==> config.mk <==
export PLATFORM = sky130hd
export DESIGN_NAME = cen_quad_gen
export DESIGN_NICKNAME = d
export VERILOG_FILES = /design/src/rtl/cen_quad_pkg.sv /design/src/rtl/cen_div.sv /design/src/rtl/cen_quad_gen.sv
export SDC_FILE = /design/constraint.sdc
export NUM_CORES = 1
export LEC_CHECK = 0
export CORE_MARGIN = 1
export CORE_UTILIZATION = 55
export CTS_CLUSTER_SIZE = 8
export DETAILED_ROUTE_END_ITERATION = 8
export PLACE_DENSITY = 0.83
export SLEW_MARGIN = 20
export SYNTH_ARGS = -nofsm -noshare
export SYNTH_HDL_FRONTEND = slang
export SYNTH_SLANG_ARGS = --single-unit
==> constraint.sdc <==
create_clock -name clk_base -period 4.8 [get_ports clk_base]
set_input_delay 0.72 -clock clk_base [delete_from_list [all_inputs] [get_ports clk_base]]
set_output_delay 0.72 -clock clk_base [all_outputs]
set_load 0.02 [all_outputs]
==> src/rtl/cen_quad_pkg.sv <==
// Shared definitions for the sound-CPU clock-enable generator.
//   ph_t         : quadrature phase; each name is the strobe fired when leaving it
//   CQ_*         : default divider width, reset divider, channel count, reset stages
//   ph_e / ph_q  : E/Q levels shown while sitting in a phase
package cen_quad_pkg;

  typedef enum logic [1:0] {
    PH_QR = 2'd0,  // (e,q)=(0,0), exit raises q
    PH_ER = 2'd1,  // (0,1), exit raises e
    PH_QF = 2'd2,  // (1,1), exit drops q
    PH_EF = 2'd3   // (1,0), exit drops e
  } ph_t;

  localparam int CQ_W          = 4;
  localparam int CQ_E_DIV_RST  = 0;
  localparam int CQ_NCH        = 2;
  localparam int CQ_RST_STAGES = 2;

  // Phase encoding is chosen so E is the MSB and Q is a Gray-style xor.
  function automatic logic ph_e(ph_t p);
    return p[1];
  endfunction

  function automatic logic ph_q(ph_t p);
    return p[1] ^ p[0];
  endfunction

endpackage

==> src/rtl/cen_div.sv <==
// One auxiliary clock-enable channel.
//   rst      : async active-high reset
//   clk_base : clock
//   en       : channel enable; low clears the counter and suppresses pulses
//   div      : period minus 1
//   cen      : registered one-cycle enable pulse
module cen_div
  import cen_quad_pkg::*;
#(
  parameter int W = CQ_W
) (
  input  logic         rst,
  input  logic         clk_base,
  input  logic         en,
  input  logic [W-1:0] div,
  output logic         cen
);

  logic [W-1:0] a;

  // >= rather than == so that lowering div below the running count
  // terminates the period on the next cycle instead of after a wrap.
  always_ff @(posedge clk_base or posedge rst) begin
    if (rst) begin
      a   <= '0;
      cen <= 1'b0;
    end else if (!en) begin
      a   <= '0;
      cen <= 1'b0;
    end else if (a >= div) begin
      a   <= '0;
      cen <= 1'b1;
    end else begin
      a   <= a + W'(1);
      cen <= 1'b0;
    end
  end

endmodule

==> src/rtl/cen_quad_gen.sv <==
// Clock-enable generator: 6809-style quadrature E/Q, edge strobes, NCH aux
// enables and a CPU reset released in step with Q falling.
//   rst, clk_base             : async active-high reset, clock
//   e_div                     : quarter-period minus 1, latched at each ph3->ph0
//   hold                      : stretches E high while asserted at the ph3 terminal
//   aux_div[i*W +: W], aux_en : per-channel period minus 1 and enable
//   e, q                      : registered quadrature levels
//   e_rise/e_fall/q_rise/q_fall : one-cycle strobes, coincident with level change
//   aux_cen                   : per-channel one-cycle enables
//   rst_out                   : reset for the CPU domain, released on a q_fall
module cen_quad_gen
  import cen_quad_pkg::*;
#(
  parameter int W          = CQ_W,
  parameter int NCH        = CQ_NCH,
  parameter int E_DIV_RST  = CQ_E_DIV_RST,
  parameter int RST_STAGES = CQ_RST_STAGES
) (
  input  logic             rst,
  input  logic             clk_base,
  input  logic [W-1:0]     e_div,
  input  logic             hold,
  input  logic [NCH*W-1:0] aux_div,
  input  logic [NCH-1:0]   aux_en,
  output logic             e,
  output logic             q,
  output logic             e_rise,
  output logic             e_fall,
  output logic             q_rise,
  output logic             q_fall,
  output logic [NCH-1:0]   aux_cen,
  output logic             rst_out
);

  localparam logic [W-1:0] DIV_RST = W'(E_DIV_RST);

  ph_t          ph, ph_nxt;
  logic [W-1:0] cnt, cnt_nxt;
  logic [W-1:0] div_lat, div_nxt;
  logic         term, stall, adv;
  logic         er_nxt, ef_nxt, qr_nxt, qf_nxt;
  logic [RST_STAGES-1:0] rst_sh;

  // Next-state: a terminal count advances the phase unless hold pins ph3.
  // While stalled cnt stays at div_lat so the exit fires on the first
  // cycle hold drops.
  always_comb begin
    term    = (cnt == div_lat);
    stall   = term && (ph == PH_EF) && hold;
    adv     = term && !stall;
    ph_nxt  = ph;
    cnt_nxt = cnt + W'(1);
    div_nxt = div_lat;
    if (term) cnt_nxt = stall ? cnt : '0;
    if (adv) begin
      ph_nxt = ph_t'(ph + 2'd1);
      // Period length only changes on a whole-period boundary.
      if (ph == PH_EF) div_nxt = e_div;
    end
    qr_nxt = adv && (ph == PH_QR);
    er_nxt = adv && (ph == PH_ER);
    qf_nxt = adv && (ph == PH_QF);
    ef_nxt = adv && (ph == PH_EF);
  end

  // Levels and strobes are registered from the same next-state so a
  // strobe is high exactly in the first cycle the new level is visible.
  always_ff @(posedge clk_base or posedge rst) begin
    if (rst) begin
      ph      <= PH_QR;
      cnt     <= '0;
      div_lat <= DIV_RST;
      e       <= 1'b0;
      q       <= 1'b0;
      e_rise  <= 1'b0;
      e_fall  <= 1'b0;
      q_rise  <= 1'b0;
      q_fall  <= 1'b0;
    end else begin
      ph      <= ph_nxt;
      cnt     <= cnt_nxt;
      div_lat <= div_nxt;
      e       <= ph_e(ph_nxt);
      q       <= ph_q(ph_nxt);
      e_rise  <= er_nxt;
      e_fall  <= ef_nxt;
      q_rise  <= qr_nxt;
      q_fall  <= qf_nxt;
    end
  end

  // Shifts on the q_fall event itself (not the registered strobe) so
  // rst_out drops in the same cycle as the q_fall strobe.
  always_ff @(posedge clk_base or posedge rst) begin
    if (rst)         rst_sh <= '1;
    else if (qf_nxt) rst_sh <= rst_sh << 1;
  end

  assign rst_out = rst_sh[RST_STAGES-1];

  for (genvar i = 0; i < NCH; i++) begin : g_aux
    cen_div #(.W(W)) u_div (
      .rst      (rst),
      .clk_base (clk_base),
      .en       (aux_en[i]),
      .div      (aux_div[i*W +: W]),
      .cen      (aux_cen[i])
    );
  end

endmodule

======== Word level (Yosys, flattened, before mapping) ========
Cells that the tools add are included.
operators by class
  multiply operators ...................... 0
  bitwise logic cells ..................... 1
  $add $sub $neg .......................... 4
  multiplexer cells ....................... 11
  eq/ne operators ......................... 5
  $lt $le $gt $ge ......................... 2
  shifts and indexed selects .............. 0
  divide/modulo/power cells ............... 0
  reduce and logical (&&, ||, !) cells .... 10
operator list
  cell                                                  count
  2-to-1 mux 4 bit                                      6
  adder 4 x 1 -> 4 bit (second input constant)          3
  greater-or-equal comparator 4 bit                     2
  logical AND 1 bit                                     7
  equality test 2 bit (second input constant)           2
  equality test 4 bit                                   1
  2-to-1 mux 1 bit                                      4
  adder 2 x 1 -> 2 bit (second input constant)          1
  equality test 2 x 1 -> 1 bit (second input constant)  1
  zero test 2 bit                                       1
  2-to-1 mux 2 bit                                      1
  inequality test 2 bit (second input constant)         1
  AND reduction 2 bit                                   1
  zero test 1 bit                                       1
  XOR 1 bit                                             1
storage, ports and cells
  memories kept ........................... 0
  word-level logic and storage cells ...... 47
  bits in latches ......................... 0
  register bits after elaboration ......... 28
  bits of input ports ..................... 17
  bits in read-only memories .............. 0
  output and inout port bits .............. 9
  RAM bits ................................ 0

======== Logic depth before layout (Yosys ltp) ========
Gate-level depths: netlist (run 1).
  word-level depth ........................ 7
  mapped depth ............................ 6
  mapped depth without buffers ............ 6

======== Modules after synthesis ========
From an unflattened synthesis (run 1), not the netlist that was laid out.
second synthesis, totals
  cell total of the unflattened synthesis .. 125
  area, all modules ....................... 1421.4 um^2
modules (own cells, without submodules)
  module        instances  area an instance (um^2)  cells each
  cen_quad_gen  1          805.8                    67
  cen_div       2          307.8                    29

======== Worst setup path before layout (run 1) ========
No wires, ideal clock.
  kind .................................... in2reg
  from .................................... input port aux_div[0]
  to ...................................... register g_aux[0].u_div.a[0]
  setup slack ............................. 2.864 ns
  buffers on the path ..................... 0
  arrival ................................. 1.810 ns
  stages on the path ...................... 5
  data required time ...................... 4.675 ns
  setup time .............................. 0.125 ns
  path through ............................ ha_1 -> nand2b_1 -> a21o_1 -> a21o_1 -> a2111oi_0
on the way
  word-level cells in the longest chain between the ends .. 3
ends and longest elaborated chain
  item                               RTL line            source
  start: declaration                 cen_quad_gen.sv:23  input logic [NCH*W-1:0] aux_div,
  greater-or-equal comparator 4 bit  cen_div.sv:30       end else if (a >= div) begin
  2-to-1 mux 4 bit                   cen_div.sv:30
  2-to-1 mux 4 bit                   cen_div.sv:27       end else if (!en) begin
  end signal: assignment             cen_div.sv:34       a <= a + W'(1);
  end: declaration                   cen_div.sv:19       logic [W-1:0] a;
Every way passes these cells.
A chain may end at the register's enable or synchronous reset.

======== Worst setup path in the final report (run 1) ========
  from .................................... input port aux_div[4]
  to ...................................... register g_aux[1].u_div.a[3]
on the way
  word-level cells in the longest chain between the ends .. 3
ends and longest elaborated chain
  item                               RTL line
  greater-or-equal comparator 4 bit  cen_div.sv:30
  2-to-1 mux 4 bit                   cen_div.sv:30
  2-to-1 mux 4 bit                   cen_div.sv:27
  end signal: assignment             cen_div.sv:34
  end: declaration                   cen_div.sv:19
Every way passes these cells.

==> flow_metrics.env, run 1 <==
export IMPL_outcome="finished clean"
export IMPL_n_antenna_cell=0
export IMPL_grt_pass1_vias=991
export IMPL_max_cap_violations=0
export IMPL_post_route_period_util_pct=46.0
export IMPL_die_width_um=52.9
export IMPL_drv_slew=0
export IMPL_yosysUniqueCellTypes=30
export IMPL_cts_buffers=3
export IMPL_hold_violations=0
export IMPL_grt_pass1_wl_um=4010
export IMPL_skew_ps=3.76
export IMPL_synth_area_leaders="dfrtp_1 44%, ha_1 13%, xnor2_1 4.9%"
export IMPL_worst_path_max_fanout=3
export IMPL_die_h_um=52.9
export IMPL_grt_max_degree=28
export IMPL_power_per_cell_area_mw_per_mm2=440
export IMPL_ios=26
export IMPL_cts_hold_buf=0
export IMPL_async_flop_share_pct=100
export IMPL_hpwl_um=1850
export IMPL_clk_path_buf_depth=2
export IMPL_peakVddDrop_mv=0.352
export IMPL_initial_core_util_pct=58.1
export IMPL_setup_violations_final=0
export IMPL_tightest_slew_ps=907
export IMPL_io_buffers=25
export IMPL_synth_top_cell_area_share_pct=43.9
export IMPL_holdCritPathClass="register to register"
export IMPL_max_slew_margin_pct=39.1
export IMPL_synth_edf_count=0
export IMPL_syn_inst=125
export IMPL_antenna_found_initial=0
export IMPL_critPathArrivalTime_ps=2390
export IMPL_drive_gt1_share_pct=9.27
export IMPL_fin_util_pct=70.1
export IMPL_grt_total_usage_pct=20.2
export IMPL_vias_per_cell=5.45
export IMPL_most_common_layout_cells="25 x dfrtp_1, 25 x clkdlybuf4s50_1, 15 x ha_1"
export IMPL_wl_per_cell_um=12.8
export IMPL_tns_ps=0
export IMPL_syn_area_sq_mm=0.00143
export IMPL_rows=18
export IMPL_routed_wl_um=2310
export IMPL_tritoncts="yes"
export IMPL_synth_top_area_cell="dfrtp_1"
export IMPL_ys_warn_count=0
export IMPL_post_cts_buffers=0
export IMPL_dieArea_sq_mm=0.00280
export IMPL_htreeDepth=1
export IMPL_yosys_register_bits=27
export IMPL_place_congestion=0.824
export IMPL_core_area_sq_mm=0.00245
export IMPL_cp_cell_sequence="clkdlybuf4s50_1 > ha_1 > nand2b_1 > a21o_1 > a21o_1 > a2111oi_0"
export IMPL_clk_latency_ps=320
export IMPL_p_leak_uw=0.000837
export IMPL_crit_type="input port to register"
export IMPL_cts_clk_slew_worst_paths_ps=130
export IMPL_fmax_ghz=0.453
export IMPL_required_ps=4980
export IMPL_grt_ovfl_total=0
export IMPL_critical_path_max_stage_delay_ps=460
export IMPL_drc=0
export IMPL_cts_root_buffer="clkbuf_4"
export IMPL_ys_flop_type="dfrtp_1"
export IMPL_drt_initial_drc_count=5
export IMPL_rsz0062_at_grt="no"
export IMPL_layout_nets=184
export IMPL_syn2layout_area_growth_pct=20.6
export IMPL_cts_sinks=27
export IMPL_avgSynthCellArea_sq_um=11.4
export IMPL_cts_resized=0
export IMPL_final_min_clock_period_ps=2210
export IMPL_cp_common_cell="a21o_1"
export IMPL_postRouteAntennaNets=0
export IMPL_critPathCaptureType="register"
export IMPL_cp_slowest_cell="a2111oi_0"
export IMPL_crit_path_start_kind="input port"
export IMPL_crit_buf_inv=1
export IMPL_num_vias=986
export IMPL_dr_pass1_iters=4
export IMPL_ys_seq_area_share_pct=47.5
export IMPL_cpLargestDelayFamily="compound AO/OA/AOI/OAI gates"
export IMPL_syn_nets=157
==> cells in the mapped netlist (4+ instances only) <==
cell       instances
ha_1              15
mux2_2             6
a2111oi_0          6
nor2_1             6
xnor2_1            8
dfrtp_1           25
a21o_1             4
inv_1             15
nand2_1            6
nand3_1            4
==> worst register-to-register path: stages, from the launching register on <==
cell and delay, ps:
dfrtp_1 420, inv_1 60, ha_1 260, nand2b_1 150
a21o_1 190, a21o_1 190, a2111oi_0 460
==> kinds of logic (layout without fill, tap and decap cells) <==
logic type | Yosys count | count (layout) | synth area share (%)
and+or+nand+nor | 28 | 28 | 11.6
DFF | 27 | 27 | 47.5
AOI/OAI and AO/OA | 20 | 20 | 10.8
buffers and inverters | 18 | 44 | 5.35
adders and majority gates | 15 | 15 | 13.2
xor gates and xnor gates | 10 | 10 | 6.14
muxes | 7 | 7 | 5.44
==> state kept, by name, summed over array words and instances (netlist names) <==
| signal | count |
|---|---|
| cnt | 4 |
| q_rise | 1 |
| e | 1 |
| e_rise | 1 |
| q | 1 |
| e_fall | 1 |
| ph | 1 |
| rst_sh | 2 |
| g_aux.u_div.cen | 2 |
| div_lat | 4 |
| g_aux.u_div.a | 8 |
| q_fall | 1 |
==> layer usage <==
metal  routed length, um  track usage, %  up-vias
met5                   0               0        -
met4                  55            10.5        0
met3                  94            2.59        4
met2                1180            36.3       24
met1                 983            23.2      468
li1                    -               -      490
==> per-stage QoR <==
step / cells / hold slack [ps] / total power [uW] / cell area (sq um) / setup slack, ps
detailed placement: 177 / 476 / 670 / 1690 / 2240
CTS: 181 / 497 / 765 / 1720 / 2580
floorplan: 125 / 461 / 577 / 1430 / 2860
finish: 181 / 493 / 757 / 1720 / 2590
global placement: 177 / 470 / 649 / 1690 / 2310
global route: 181 / 503 / 822 / 1720 / 2490
==> power by group <==
part	switching, uW	internal [uW]
clock	60.3	32.6
combinational	163	160
sequential	53.3	287
total	277	480
==> area by class of cell <==
class / instances / area (sq um)
fillers: 209 / 734
flip-flops and latches: 27 / 678
multi-input cells: 80 / 672
repair buffers: 25 / 250
inverters: 15 / 56.3
well taps: 30 / 37.5
clock buffers: 4 / 26.3
==> final timing paths <==
kind / start / to / slack [ps] / depth (start not counted)
worst max-delay path: aux_div[4] / g_aux[1].u_div.a[3] / 2590 / 6
worst min-delay path: rst_sh[0] / rst_sh[0] / 490 / 1
worst max register to register: g_aux[1].u_div.a[0] / g_aux[1].u_div.a[3] / 2940 / 6
worst min register to register: rst_sh[0] / rst_sh[0] / 490 / 1
max in group asynchronous: rst / q / 3610 / 2
min in group asynchronous: rst / g_aux[1].u_div.a[0] / 770 / 2
(Power assumes the default switching activity.)
==> inputs of run 2 (changes only) <==
--- a/config.mk
+++ b/config.mk
@@ -6,10 +6,10 @@
 export NUM_CORES = 1
 export LEC_CHECK = 0
 export CORE_MARGIN = 1
-export CORE_UTILIZATION = 55
+export CORE_UTILIZATION = 51
 export CTS_CLUSTER_SIZE = 8
 export DETAILED_ROUTE_END_ITERATION = 8
-export PLACE_DENSITY = 0.83
+export PLACE_DENSITY = 0.78
 export SLEW_MARGIN = 20
 export SYNTH_ARGS = -nofsm -noshare
 export SYNTH_HDL_FRONTEND = slang
==> constraint.sdc (replaced) <==
create_clock -name clk_base -period 2.1 [get_ports clk_base]
set_input_delay 0.315 -clock clk_base [delete_from_list [all_inputs] [get_ports clk_base]]
set_output_delay 0.315 -clock clk_base [all_outputs]
set_load 0.02 [all_outputs]
==> run 2 against run 1 <==
Die area increased by 7.5%. Register-to-register slack got worse by 2800 ps. Global-route usage fell by 1.5 points. Setup slack got worse by 2400 ps. Via count shrank 0.91%. Power is 130% higher. Sequential power increased by 130%. Critical endpoint is now g_aux[0].u_div.a[0].
==> flow_metrics.env, run 2 (synthesized netlist as in run 1, its figures left out) <==
export IMPL_htreeDepth=1
export IMPL_drt_initial_drc_count=11
export IMPL_rsz0062_at_grt="no"
export IMPL_crit_type="register to register"
export IMPL_grt_ovfl_total=0
export IMPL_drc=0
export IMPL_antenna_found_initial=0
export IMPL_p_seq_share_pct=44.5
export IMPL_grt_max_degree=28
export IMPL_reg_top3="g_aux.u_div.a x8, cnt x4, div_lat x4"
export IMPL_power_switching_uw=640
export IMPL_routed_wl_um=2420
export IMPL_post_cts_buffers=0
export IMPL_peakVddDrop_mv=0.806
export IMPL_crit_path_start_kind="register"
export IMPL_worst_path_max_fanout=4
export IMPL_power_per_cell_area_mw_per_mm2=1000
export IMPL_required_ps=2280
export IMPL_cts_sinks=27
export IMPL_power_internal_uw=1100
export IMPL_vias_per_cell=5.37
export IMPL_hpwl_um=1940
export IMPL_initial_core_util_pct=55.6
export IMPL_critPathCaptureType="register"
export IMPL_drv_slew=0
export IMPL_max_slew_margin_pct=69.8
export IMPL_dr_wl_met3_um=74
export IMPL_setup_violations_final=0
export IMPL_clk_path_buf_depth=2
export IMPL_dieArea_sq_mm=0.00301
export IMPL_skew_ps=11.4
export IMPL_largest_reg_flops=8
export IMPL_combPwrFrac_pct=42.7
export IMPL_power_clock_fraction_pct=12.7
export IMPL_cts_hold_buf=0
export IMPL_switching_share_pct=36.8
export IMPL_detailed_place_area_sq_mm=0.00170
export IMPL_grt_pass1_wl_um=3860
export IMPL_place_congestion=0.767
export IMPL_cts_resized=0
export IMPL_final_min_clock_period_ps=1920
export IMPL_p_leak_uw=0.000845
export IMPL_grt_pass1_vias=927
export IMPL_postRouteAntennaNets=0
export IMPL_fmax_ghz=0.522
export IMPL_tns_ps=0
export IMPL_cts_buffers=3
export IMPL_die_width_um=54.9
export IMPL_wl_per_cell_um=13.3
export IMPL_outcome="finished clean"
export IMPL_syn2layout_area_growth_pct=21.4
export IMPL_layout_nets=185
export IMPL_critPathArrivalTime_ps=2090
export IMPL_dr_pass1_iters=4
export IMPL_top_layer="met4"
export IMPL_top_register="g_aux.u_div.a"
export IMPL_n_antenna_cell=0
export IMPL_hold_violations=0
export IMPL_io_buffers=25
export IMPL_holdCritPathClass="input port to async pin"
export IMPL_wl_met2_um=1270
export IMPL_tightest_slew_ps=442
export IMPL_post_route_period_util_pct=91.2
export IMPL_die_h_um=54.9
export IMPL_most_common_layout_cells="25 x dfrtp_1, 25 x clkdlybuf4s50_1, 15 x inv_1, 15 x ha_1, 8 x xnor2_1"
export IMPL_rows=18
export IMPL_max_cap_violations=0
export IMPL_drive_gt1_share_pct=10.5
export IMPL_ios=26
export IMPL_wl_met1_um=1050
export IMPL_tritoncts="yes"
export IMPL_cts_root_buffer="clkbuf_4"
export IMPL_cts_clk_slew_worst_paths_ps=140
export IMPL_grt_total_usage_pct=18.7
export IMPL_clk_latency_ps=320
export IMPL_stdcell_area_sq_mm=0.00173
export IMPL_num_vias=977
export IMPL_core_area_sq_mm=0.00257
run 2: layout make-up:
cell class,instances,area [sq um]
fillers,226,836
flip-flops and latches,27,678
multi-input cells,80,672
repair buffers,26,258
inverters,15,56.3
well taps,30,37.5
clock buffers,3,22.5
clock inverters,1,7.51
run 2: metrics by stage:
step	std cells	hold WS [ps]	utilization, %	total power [uW]	worst slack, ps
5_1_grt	182	399	67.4	1880	48.1
4_1_cts	182	322	67.4	1760	130
6_report	182	327	67.4	1740	185
3_3_place_gp	178	470	66.3	1480	32.8
3_5_place_dp	178	473	66.3	1530	-149
2_1_floorplan	125	366	-	1320	476
run 2: metal layers:
metal / global-route usage (%) / vias to the layer above
li1: - / 496
met1: 20.8 / 458
met2: 34.9 / 19
met3: 2.50 / 4
met4: 7.69 / 0
met5: 0 / -
run 2: critical path: stages (launching register included):
cell,delay (ps)
dfrtp_1,420
inv_1,70
ha_1,270
nand2b_1,140
a21o_1,200
a21o_1,210
a2111oi_0,470
run 2: path summary, 6_finish.rpt:
| check | start | end | slack, ps | depth (start not counted) |
|---|---|---|---|---|
| max in group asynchronous | rst | rst_sh[1] | 1480 | 3 |
| min | rst | e | 330 | 3 |
| max reg2reg | g_aux[0].u_div.a[0] | g_aux[0].u_div.a[0] | 180 | 6 |
| max | g_aux[0].u_div.a[0] | g_aux[0].u_div.a[0] | 180 | 6 |
| min in group clk_base | rst_sh[0] | rst_sh[0] | 490 | 1 |
| min reg2reg | rst_sh[0] | rst_sh[0] | 490 | 1 |
run 2: power groups by stage:
stage / registers, uW / logic, uW / clock network (uW)
floorplan: 800 / 519 / 0
global placement: 781 / 704 / 0
detailed placement: 787 / 746 / 0
CTS: 776 / 750 / 236
global route: 795 / 828 / 257
finish: 775 / 743 / 221
